--- src/rtl/lsu_align_if.sv ---
// lsu_align_if
//   Groups the load/store unit's core-side request/response handshake and its
//   data-RAM port into one bundle. Clock and reset are plain module ports.
//
//   slave  : the load/store unit itself. It takes requests and read data, and
//            drives the response and the RAM controls.
//   master : the environment, meaning the core plus the RAM. It drives
//            requests and read data, and observes everything else.
//
//   Request : req_valid, req_ready, req_we, req_size, req_unsigned,
//             req_addr, req_wdata
//   Response: resp_valid, resp_rdata
//   RAM     : mem_we, mem_ctrl, mem_addr, mem_wdata, mem_rdata
interface lsu_align_if;
   logic        req_valid;
   logic        req_ready;
   logic        req_we;
   logic [1:0]  req_size;
   logic        req_unsigned;
   logic [31:0] req_addr;
   logic [31:0] req_wdata;
   logic        resp_valid;
   logic [31:0] resp_rdata;
   logic        mem_we;
   logic [1:0]  mem_ctrl;
   logic [31:0] mem_addr;
   logic [31:0] mem_wdata;
   logic [31:0] mem_rdata;

   modport slave (
      input  req_valid, req_we, req_size, req_unsigned, req_addr, req_wdata,
      input  mem_rdata,
      output req_ready, resp_valid, resp_rdata,
      output mem_we, mem_ctrl, mem_addr, mem_wdata
   );

   modport master (
      output req_valid, req_we, req_size, req_unsigned, req_addr, req_wdata,
      output mem_rdata,
      input  req_ready, resp_valid, resp_rdata,
      input  mem_we, mem_ctrl, mem_addr, mem_wdata
   );
endinterface

--- src/rtl/lsu_align.sv ---
// lsu_align
//   Load/store unit between the execute stage and the data RAM. It handles one
//   request at a time.
//   - Stores the RAM can do in one access take a single write cycle.
//   - A halfword store at offset 3, or a word store at any nonzero offset, is
//     split into sequential byte writes.
//   - A load takes one or two word reads. The bytes are then extracted and
//     sign- or zero-extended.
//   Every output is a register.
//
// Ports
//   clk    : clock, all logic on the rising edge
//   rst_n  : synchronous active-low reset
//   bus    : lsu_align_if.slave, which carries the request/response handshake
//            and the RAM port
//
// Parameter
//   READ_WORD_INDEX : 1 -> read cycles put the word index (byte_addr >> 2) on
//                     mem_addr. 0 -> they put the word-aligned byte address.
//                     Store cycles always carry the byte address.
module lsu_align #(
   parameter int unsigned READ_WORD_INDEX = 1
) (
   input logic       clk,
   input logic       rst_n,
   lsu_align_if.slave bus
);

   // RAM store-size encodings
   localparam logic [1:0] STORE_B  = 2'b00;
   localparam logic [1:0] STORE_HW = 2'b01;
   localparam logic [1:0] STORE_W  = 2'b10;

   typedef enum logic [2:0] {
      S_IDLE = 3'd0,
      S_ST   = 3'd1,
      S_LD0  = 3'd2,
      S_LD1  = 3'd3,
      S_LDC  = 3'd4,
      S_RESP = 3'd5
   } state_t;

   state_t      state_r;
   logic [1:0]  size_r;
   logic        uns_r;
   logic [31:0] addr_r;
   logic [31:0] wdata_r;
   logic [1:0]  off_r;
   logic [1:0]  idx_r;       // byte index of the current split write
   logic [1:0]  last_idx_r;  // index of the final split write (k-1)
   logic        span_r;
   logic [31:0] lo_r;

   logic        req_ready_r;
   logic        resp_valid_r;
   logic [31:0] resp_rdata_r;
   logic        mem_we_r;
   logic [1:0]  mem_ctrl_r;
   logic [31:0] mem_addr_r;
   logic [31:0] mem_wdata_r;

   logic        acc_s;
   logic        ld_span_s;
   logic [1:0]  last_idx_s;
   logic [1:0]  store_ctrl_s;
   logic [1:0]  idx_next_s;

   // Formats a byte address for a read cycle.
   function automatic logic [31:0] rd_addr_fmt(input logic [31:0] byte_addr);
      logic [31:0] r;
      if (READ_WORD_INDEX != 0) begin
         r = {2'b00, byte_addr[31:2]};
      end else begin
         r = {byte_addr[31:2], 2'b00};
      end
      return r;
   endfunction

   // Number of bytes a request of the given size covers.
   function automatic logic [2:0] size_bytes(input logic [1:0] size);
      logic [2:0] r;
      case (size)
         2'b00:   r = 3'd1;
         2'b01:   r = 3'd2;
         default: r = 3'd4;
      endcase
      return r;
   endfunction

   // Selects byte lane i of a word.
   function automatic logic [7:0] lane_sel(input logic [31:0] w, input logic [1:0] i);
      logic [7:0] r;
      case (i)
         2'd0:    r = w[7:0];
         2'd1:    r = w[15:8];
         2'd2:    r = w[23:16];
         2'd3:    r = w[31:24];
         default: r = w[7:0];
      endcase
      return r;
   endfunction

   // Shifts {hi,lo} right by the byte offset, then extends to the access size.
   function automatic logic [31:0] extract(input logic [31:0] lo, input logic [31:0] hi,
                                           input logic [1:0] o, input logic [1:0] size,
                                           input logic uns);
      logic [31:0] v;
      logic [31:0] r;
      v = 32'({hi, lo} >> {o, 3'b000});
      case (size)
         2'b00:   r = uns ? {24'd0, v[7:0]}  : {{24{v[7]}}, v[7:0]};
         2'b01:   r = uns ? {16'd0, v[15:0]} : {{16{v[15]}}, v[15:0]};
         default: r = v;
      endcase
      return r;
   endfunction

   // Decodes the incoming request: accept, split count, span and store size.
   always_comb begin
      acc_s        = bus.req_valid & req_ready_r;
      ld_span_s    = ({1'b0, bus.req_addr[1:0]} + size_bytes(bus.req_size)) > 3'd4;
      last_idx_s   = 2'd0;
      store_ctrl_s = STORE_W;
      if (bus.req_size == 2'b01 && bus.req_addr[1:0] == 2'b11) begin
         last_idx_s = 2'd1;
      end else if (bus.req_size[1] && bus.req_addr[1:0] != 2'b00) begin
         last_idx_s = 2'd3;
      end else begin
         last_idx_s = 2'd0;
      end
      case (bus.req_size)
         2'b00:   store_ctrl_s = STORE_B;
         2'b01:   store_ctrl_s = STORE_HW;
         default: store_ctrl_s = STORE_W;
      endcase
      idx_next_s = idx_r + 2'd1;
   end

   // Control FSM. It holds the request fields and the registered outputs.
   always_ff @(posedge clk) begin
      if (!rst_n) begin
         state_r      <= S_IDLE;
         size_r       <= 2'b00;
         uns_r        <= 1'b0;
         addr_r       <= 32'd0;
         wdata_r      <= 32'd0;
         off_r        <= 2'b00;
         idx_r        <= 2'd0;
         last_idx_r   <= 2'd0;
         span_r       <= 1'b0;
         lo_r         <= 32'd0;
         req_ready_r  <= 1'b0;
         resp_valid_r <= 1'b0;
         resp_rdata_r <= 32'd0;
         mem_we_r     <= 1'b0;
         mem_ctrl_r   <= STORE_W;
         mem_addr_r   <= 32'd0;
         mem_wdata_r  <= 32'd0;
      end else begin
         case (state_r)
            S_IDLE: begin
               resp_valid_r <= 1'b0;
               mem_we_r     <= 1'b0;
               mem_ctrl_r   <= STORE_W;
               mem_addr_r   <= 32'd0;
               mem_wdata_r  <= 32'd0;
               if (acc_s) begin
                  size_r      <= bus.req_size;
                  uns_r       <= bus.req_unsigned;
                  addr_r      <= bus.req_addr;
                  wdata_r     <= bus.req_wdata;
                  off_r       <= bus.req_addr[1:0];
                  idx_r       <= 2'd0;
                  last_idx_r  <= last_idx_s;
                  span_r      <= ld_span_s;
                  req_ready_r <= 1'b0;
                  if (bus.req_we) begin
                     state_r    <= S_ST;
                     mem_we_r   <= 1'b1;
                     mem_addr_r <= bus.req_addr;
                     if (last_idx_s != 2'd0) begin
                        // The first split byte goes out right away. The
                        // response waits for the last byte.
                        mem_ctrl_r   <= STORE_B;
                        mem_wdata_r  <= {24'd0, bus.req_wdata[7:0]};
                        resp_valid_r <= 1'b0;
                     end else begin
                        mem_ctrl_r   <= store_ctrl_s;
                        mem_wdata_r  <= bus.req_wdata;
                        resp_valid_r <= 1'b1;
                     end
                  end else begin
                     state_r    <= S_LD0;
                     mem_addr_r <= rd_addr_fmt({bus.req_addr[31:2], 2'b00});
                  end
               end else begin
                  req_ready_r <= 1'b1;
               end
            end

            S_ST: begin
               if (idx_r == last_idx_r) begin
                  state_r      <= S_IDLE;
                  req_ready_r  <= 1'b1;
                  resp_valid_r <= 1'b0;
                  mem_we_r     <= 1'b0;
                  mem_ctrl_r   <= STORE_W;
                  mem_addr_r   <= 32'd0;
                  mem_wdata_r  <= 32'd0;
               end else begin
                  idx_r        <= idx_next_s;
                  mem_addr_r   <= addr_r + {30'd0, idx_next_s};
                  mem_wdata_r  <= {24'd0, lane_sel(wdata_r, idx_next_s)};
                  resp_valid_r <= (idx_next_s == last_idx_r);
               end
            end

            S_LD0: begin
               if (span_r) begin
                  state_r    <= S_LD1;
                  mem_addr_r <= rd_addr_fmt({addr_r[31:2], 2'b00} + 32'd4);
               end else begin
                  state_r <= S_LDC;
               end
            end

            S_LD1: begin
               // mem_rdata now holds the first word.
               lo_r    <= bus.mem_rdata;
               state_r <= S_LDC;
            end

            S_LDC: begin
               // mem_rdata holds the last word read. It becomes hi when the
               // load spans two words, and lo otherwise.
               if (span_r) begin
                  resp_rdata_r <= extract(lo_r, bus.mem_rdata, off_r, size_r, uns_r);
               end else begin
                  resp_rdata_r <= extract(bus.mem_rdata, 32'd0, off_r, size_r, uns_r);
               end
               resp_valid_r <= 1'b1;
               mem_addr_r   <= 32'd0;
               state_r      <= S_RESP;
            end

            S_RESP: begin
               resp_valid_r <= 1'b0;
               req_ready_r  <= 1'b1;
               state_r      <= S_IDLE;
            end

            default: begin
               state_r      <= S_IDLE;
               req_ready_r  <= 1'b0;
               resp_valid_r <= 1'b0;
               mem_we_r     <= 1'b0;
               mem_ctrl_r   <= STORE_W;
               mem_addr_r   <= 32'd0;
               mem_wdata_r  <= 32'd0;
            end
         endcase
      end
   end

   assign bus.req_ready  = req_ready_r;
   assign bus.resp_valid = resp_valid_r;
   assign bus.resp_rdata = resp_rdata_r;
   assign bus.mem_we     = mem_we_r;
   assign bus.mem_ctrl   = mem_ctrl_r;
   assign bus.mem_addr   = mem_addr_r;
   assign bus.mem_wdata  = mem_wdata_r;

endmodule

--- src/flat_wrapper.sv ---
// flat-port wrapper written by rule: the top's interface ports become plain ports
module lsu_align_flat 
#(
   parameter int unsigned READ_WORD_INDEX = 1
)
  (clk, rst_n, bus_req_valid, bus_req_we, bus_req_size, bus_req_unsigned, bus_req_addr, bus_req_wdata, bus_mem_rdata, bus_req_ready, bus_resp_valid, bus_resp_rdata, bus_mem_we, bus_mem_ctrl, bus_mem_addr, bus_mem_wdata);
  lsu_align_if bus_i ();
  input logic clk;
  input logic rst_n;
  input wire logic [$bits(bus_i.req_valid)-1:0] bus_req_valid;
  input wire logic [$bits(bus_i.req_we)-1:0] bus_req_we;
  input wire logic [$bits(bus_i.req_size)-1:0] bus_req_size;
  input wire logic [$bits(bus_i.req_unsigned)-1:0] bus_req_unsigned;
  input wire logic [$bits(bus_i.req_addr)-1:0] bus_req_addr;
  input wire logic [$bits(bus_i.req_wdata)-1:0] bus_req_wdata;
  input wire logic [$bits(bus_i.mem_rdata)-1:0] bus_mem_rdata;
  output wire logic [$bits(bus_i.req_ready)-1:0] bus_req_ready;
  output wire logic [$bits(bus_i.resp_valid)-1:0] bus_resp_valid;
  output wire logic [$bits(bus_i.resp_rdata)-1:0] bus_resp_rdata;
  output wire logic [$bits(bus_i.mem_we)-1:0] bus_mem_we;
  output wire logic [$bits(bus_i.mem_ctrl)-1:0] bus_mem_ctrl;
  output wire logic [$bits(bus_i.mem_addr)-1:0] bus_mem_addr;
  output wire logic [$bits(bus_i.mem_wdata)-1:0] bus_mem_wdata;
  assign bus_i.req_valid = bus_req_valid;
  assign bus_i.req_we = bus_req_we;
  assign bus_i.req_size = bus_req_size;
  assign bus_i.req_unsigned = bus_req_unsigned;
  assign bus_i.req_addr = bus_req_addr;
  assign bus_i.req_wdata = bus_req_wdata;
  assign bus_i.mem_rdata = bus_mem_rdata;
  assign bus_req_ready = bus_i.req_ready;
  assign bus_resp_valid = bus_i.resp_valid;
  assign bus_resp_rdata = bus_i.resp_rdata;
  assign bus_mem_we = bus_i.mem_we;
  assign bus_mem_ctrl = bus_i.mem_ctrl;
  assign bus_mem_addr = bus_i.mem_addr;
  assign bus_mem_wdata = bus_i.mem_wdata;
  lsu_align #(.READ_WORD_INDEX(READ_WORD_INDEX)) u_core (.clk(clk), .rst_n(rst_n), .bus(bus_i));
endmodule
--- config.mk ---
export PLATFORM = sky130hd
export DESIGN_NAME = lsu_align_flat
export DESIGN_NICKNAME = d
export VERILOG_FILES = /design/src/rtl/lsu_align_if.sv /design/src/rtl/lsu_align.sv /design/src/flat_wrapper.sv
export SDC_FILE = /design/constraint.sdc
export NUM_CORES = 1
export LEC_CHECK = 0
export ABC_AREA = 1
export BUFFER_PORTS_ARGS = -buffer_cell sky130_fd_sc_hd__buf_2
export CAP_MARGIN = 20
export CORE_AREA = 5 5 206 128
export DETAILED_ROUTE_END_ITERATION = 6
export DIE_AREA = 0 0 211 133
export PLACE_DENSITY = 0.7
export REMOVE_ABC_BUFFERS = 1
export SYNTH_ARGS = -nofsm -noshare
export SYNTH_HDL_FRONTEND = slang
export SYNTH_SLANG_ARGS = --single-unit
--- constraint.sdc ---
create_clock -name clk -period 4.7 [get_ports clk]
set_clock_uncertainty 0.2 [all_clocks]
set_input_delay 0.235 -clock clk [delete_from_list [all_inputs] [get_ports clk]]
set_output_delay 0.235 -clock clk [all_outputs]
set_load 0.02 [all_outputs]
==> out/results.ini <==
[run_status]
status=complete, no violations

[worst_setup_path]
cp_max_fo=5
crit_start=u_core.idx_r[0]
worst_setup_path_end_kind=flop
crit_required_ns=4.96
worstReg2RegStart=u_core.idx_r[0]
critPathArrivalTime_ns=3.43
start_kind=flop
path_class=flop to flop

[finish]
syn_to_final_growth_pct=22.88
fin_cells=2467
final_nets=2235
fin_util_pct=59.67
antenna_cells=0
fillers=2358
layout-drive-gt1-share_pct=14.50
fin_area_sq_mm=0.01465

[synth]
synthCells=1891
syn-cell-area_sq_mm=0.01192
synth_edf_count=0
synth-main-ff-cell=dfxtp_1
syn_area_per_cell_sq_um=6.304
ys_seq_area_share_pct=34.93
yosysWarnings=0
synth.distinct_cells=44
ys_ff_latch=208
synth-async-reset-ratio_pct=0

[drt]
dr_wl_met3_um=4310
totalWireLength_um=41000
route.detailed.drc=0
final_antenna_net_count=0
wl_per_cell_um=16.62
dr.pass1.iters=5
wl_met2_um=16600
highest_layer=met4
drtIter0Drc=1482
vias=13489
via_per_inst=5.468
wl_met1_um=19170

[sta]
hold_viol=0
worstMarginPinSlew_ns=1.048
relSlewSlack_pct=30.07
finalSetupTns_ns=0
setup_violations=0
rsz0062_at_grt=false
slew_viol_final=0
finalCriticalPeriod_ns=3.174
max_freq_mhz=315.1
fin_crit_sh_pct=67.53

[pwr]
power.density_mw_per_mm2=421.5
ir_drop_uv=256.1
p_total_mw=6.174
p_leak_nw=6.461

[clocking]
cts_resized=0
clock_tree.root_cell=clkbuf_16
post_cts_buffers=0
clk_latency_ns=0.54
ctsHtreeMaxLevel=1
cts_buffers=22
cts_tree=done
path_clk_slew_ns=0.07
cts.sinks=208
cts_max_path_buffers=3

[die]
ios=204
start_util_pct=48.56
core_sq_mm=0.02455
rows=45
die_y_um=133
die_area_sq_mm=0.02806
dieWidth_um=211

[placed_design]
io_buffers=203
place_inst=2325
postPlaceCellArea_sq_mm=0.01288
dp_hpwl_um=26940
place.gp.congestion=0.9223

[global_route]
globalRouteOverflowTotal=0
grt_pass1_vias=12234
grt_pass1_wl_um=65000
grtUsageTotal_pct=27.91
grt_antenna_before_repair=0
grt_start_max_net_pins=79

[flow_run]
cap_violations=0

[min_path]
hold_path_startpoint=rst_n
hold_path.class=input pin to flop

[cell families (layout without fill, tap and decap cells)]
family / after synthesis / in the layout / share of synthesized area, %
AO/OA/AOI/OAI: 397 / 397 / 18.29
XOR/XNOR: 2 / 2 / 0.1470
adder cells (fa/ha/maj): 10 / 10 / 1.176
buffers and inverters: 300 / 547 / 10.89
flip-flops: 208 / 208 / 34.93
multiplexers: 2 / 2 / 0.2729
AND/OR/NAND/NOR: 972 / 972 / 34.29
[final timing paths]
path                                   to  slack (ns)  depth (start not counted)
hold / removal    u_core.bus.mem_wdata[6]        0.04                          4
setup reg to reg  u_core.bus.mem_addr[26]        1.53                         15
hold reg to reg   u_core.bus.mem_addr[27]        0.26                          2
setup / recovery  u_core.bus.mem_addr[26]        1.53                         15
[power by group]
part	total (mW)	internal, mW	switching, mW
logic	2.15	0.681	1.47
clock network	1.82	1.03	0.787
registers	2.20	1.99	0.211
[critical path, cell delays in order, from the launching register on]
cell and delay [ns]:
dfxtp_1 0.40, inv_1 0.13, ha_1 0.38, inv_1 0.08
fa_1 0.44, inv_1 0.18, nand2_1 0.13, nor2_1 0.21
nand2_1 0.14, nor2_1 0.24, nand2_1 0.08, nand2_1 0.06
nand3_1 0.08, nand3_1 0.11, nand2_1 0.06, a21oi_1 0.18
[cell type report]
| class | count | area (sq um) | area share (%) |
|---|---|---|---|
| tap | 329 | 411.6 | 2.810 |
| clock buffer | 31 | 654.4 | 4.467 |
| timing repair buffer | 320 | 2150 | 14.67 |
| inverter | 187 | 704.4 | 4.809 |
| clock inverter | 9 | 93.84 | 0.6406 |
| multi-input combinational | 1383 | 6470 | 44.17 |
| sequential | 208 | 4165 | 28.43 |
[placed cells by master (no fill, tap or decap), types with 3 or more instances in the layout]
cell	instances
nand4_1	19
o211ai_1	51
nand2_1	598
a21oi_1	173
dlygate4sd3_1	102
nor2_2	7
clkbuf_8	7
inv_1	175
o21ai_1	18
nor2_4	8
nand3_1	183
inv_2	10
buf_2	203
o22ai_1	32
o21ai_0	112
a31oi_1	3
buf_4	15
or2_2	7
nand2_2	10
ha_1	8
clkbuf_16	22
dfxtp_1	207
clkinv_2	3
nor2_1	131
[cell usage after synthesis, types with 2 or more instances]
library cell / n / share of area [%]
a21oi_1: 173 / 7.3
a31oi_1: 3 / 0.16
and2_4: 2 / 0.15
buf_1: 3 / 0.094
buf_2: 42 / 1.8
buf_4: 12 / 0.76
buf_6: 8 / 0.76
clkbuf_1: 46 / 1.4
clkinv_1: 2 / 0.063
dfxtp_1: 208 / 35
fa_1: 2 / 0.34
ha_1: 8 / 0.84
inv_1: 175 / 5.5
inv_2: 10 / 0.31
nand2_1: 598 / 19
nand2_2: 10 / 0.52
nand3_1: 183 / 7.7
nand3_2: 2 / 0.17
nand4_1: 19 / 1.0
nor2_1: 131 / 4.1
nor2_2: 8 / 0.42
nor2_4: 7 / 0.66
nor3_2: 2 / 0.17
o211ai_1: 51 / 3.2
o21ai_0: 112 / 4.7
o21ai_1: 18 / 0.76
o21ai_2: 2 / 0.15
o22ai_1: 32 / 1.7
or2_2: 7 / 0.37
[metal layers]
| metal | up-vias | global-route usage [%] |
|---|---|---|
| li1 | 6628 | - |
| met1 | 6157 | 42.58 |
| met2 | 630 | 40.15 |
| met3 | 74 | 5.687 |
| met4 | 0 | 6.513 |
| met5 | - | 0 |
[sequential cells by signal, summed over array words and instances, names as in the netlist, 2 cells and up]
name                   flops
u_core.bus.mem_ctrl        2
u_core.lo_r               32
u_core.bus.mem_addr       32
u_core.idx_r               2
u_core.last_idx_r          2
u_core.addr_r             31
u_core.state_r             3
u_core.wdata_r            32
u_core.size_r              2
u_core.bus.resp_rdata     32
u_core.bus.mem_wdata      32
[timing repair]
action | 4_1_cts | 5_1_grt
hold buffers | 102 | 0
setup endpoints to repair | 0 | 0
endpoints found under the hold margin | 163 | 0
[per-stage QoR]
| stage | hold WS [ns] | worst slack [ns] |
|---|---|---|
| after floorplan | 0.1326 | 1.229 |
| after global placement | 0.2492 | 1.778 |
| after detailed placement | 0.2541 | 1.642 |
| after CTS | 0.02513 | 1.579 |
| after global routing | 0.04643 | 1.279 |
| final | 0.04205 | 1.526 |
Note: power is estimated with default switching activity, not from simulation.
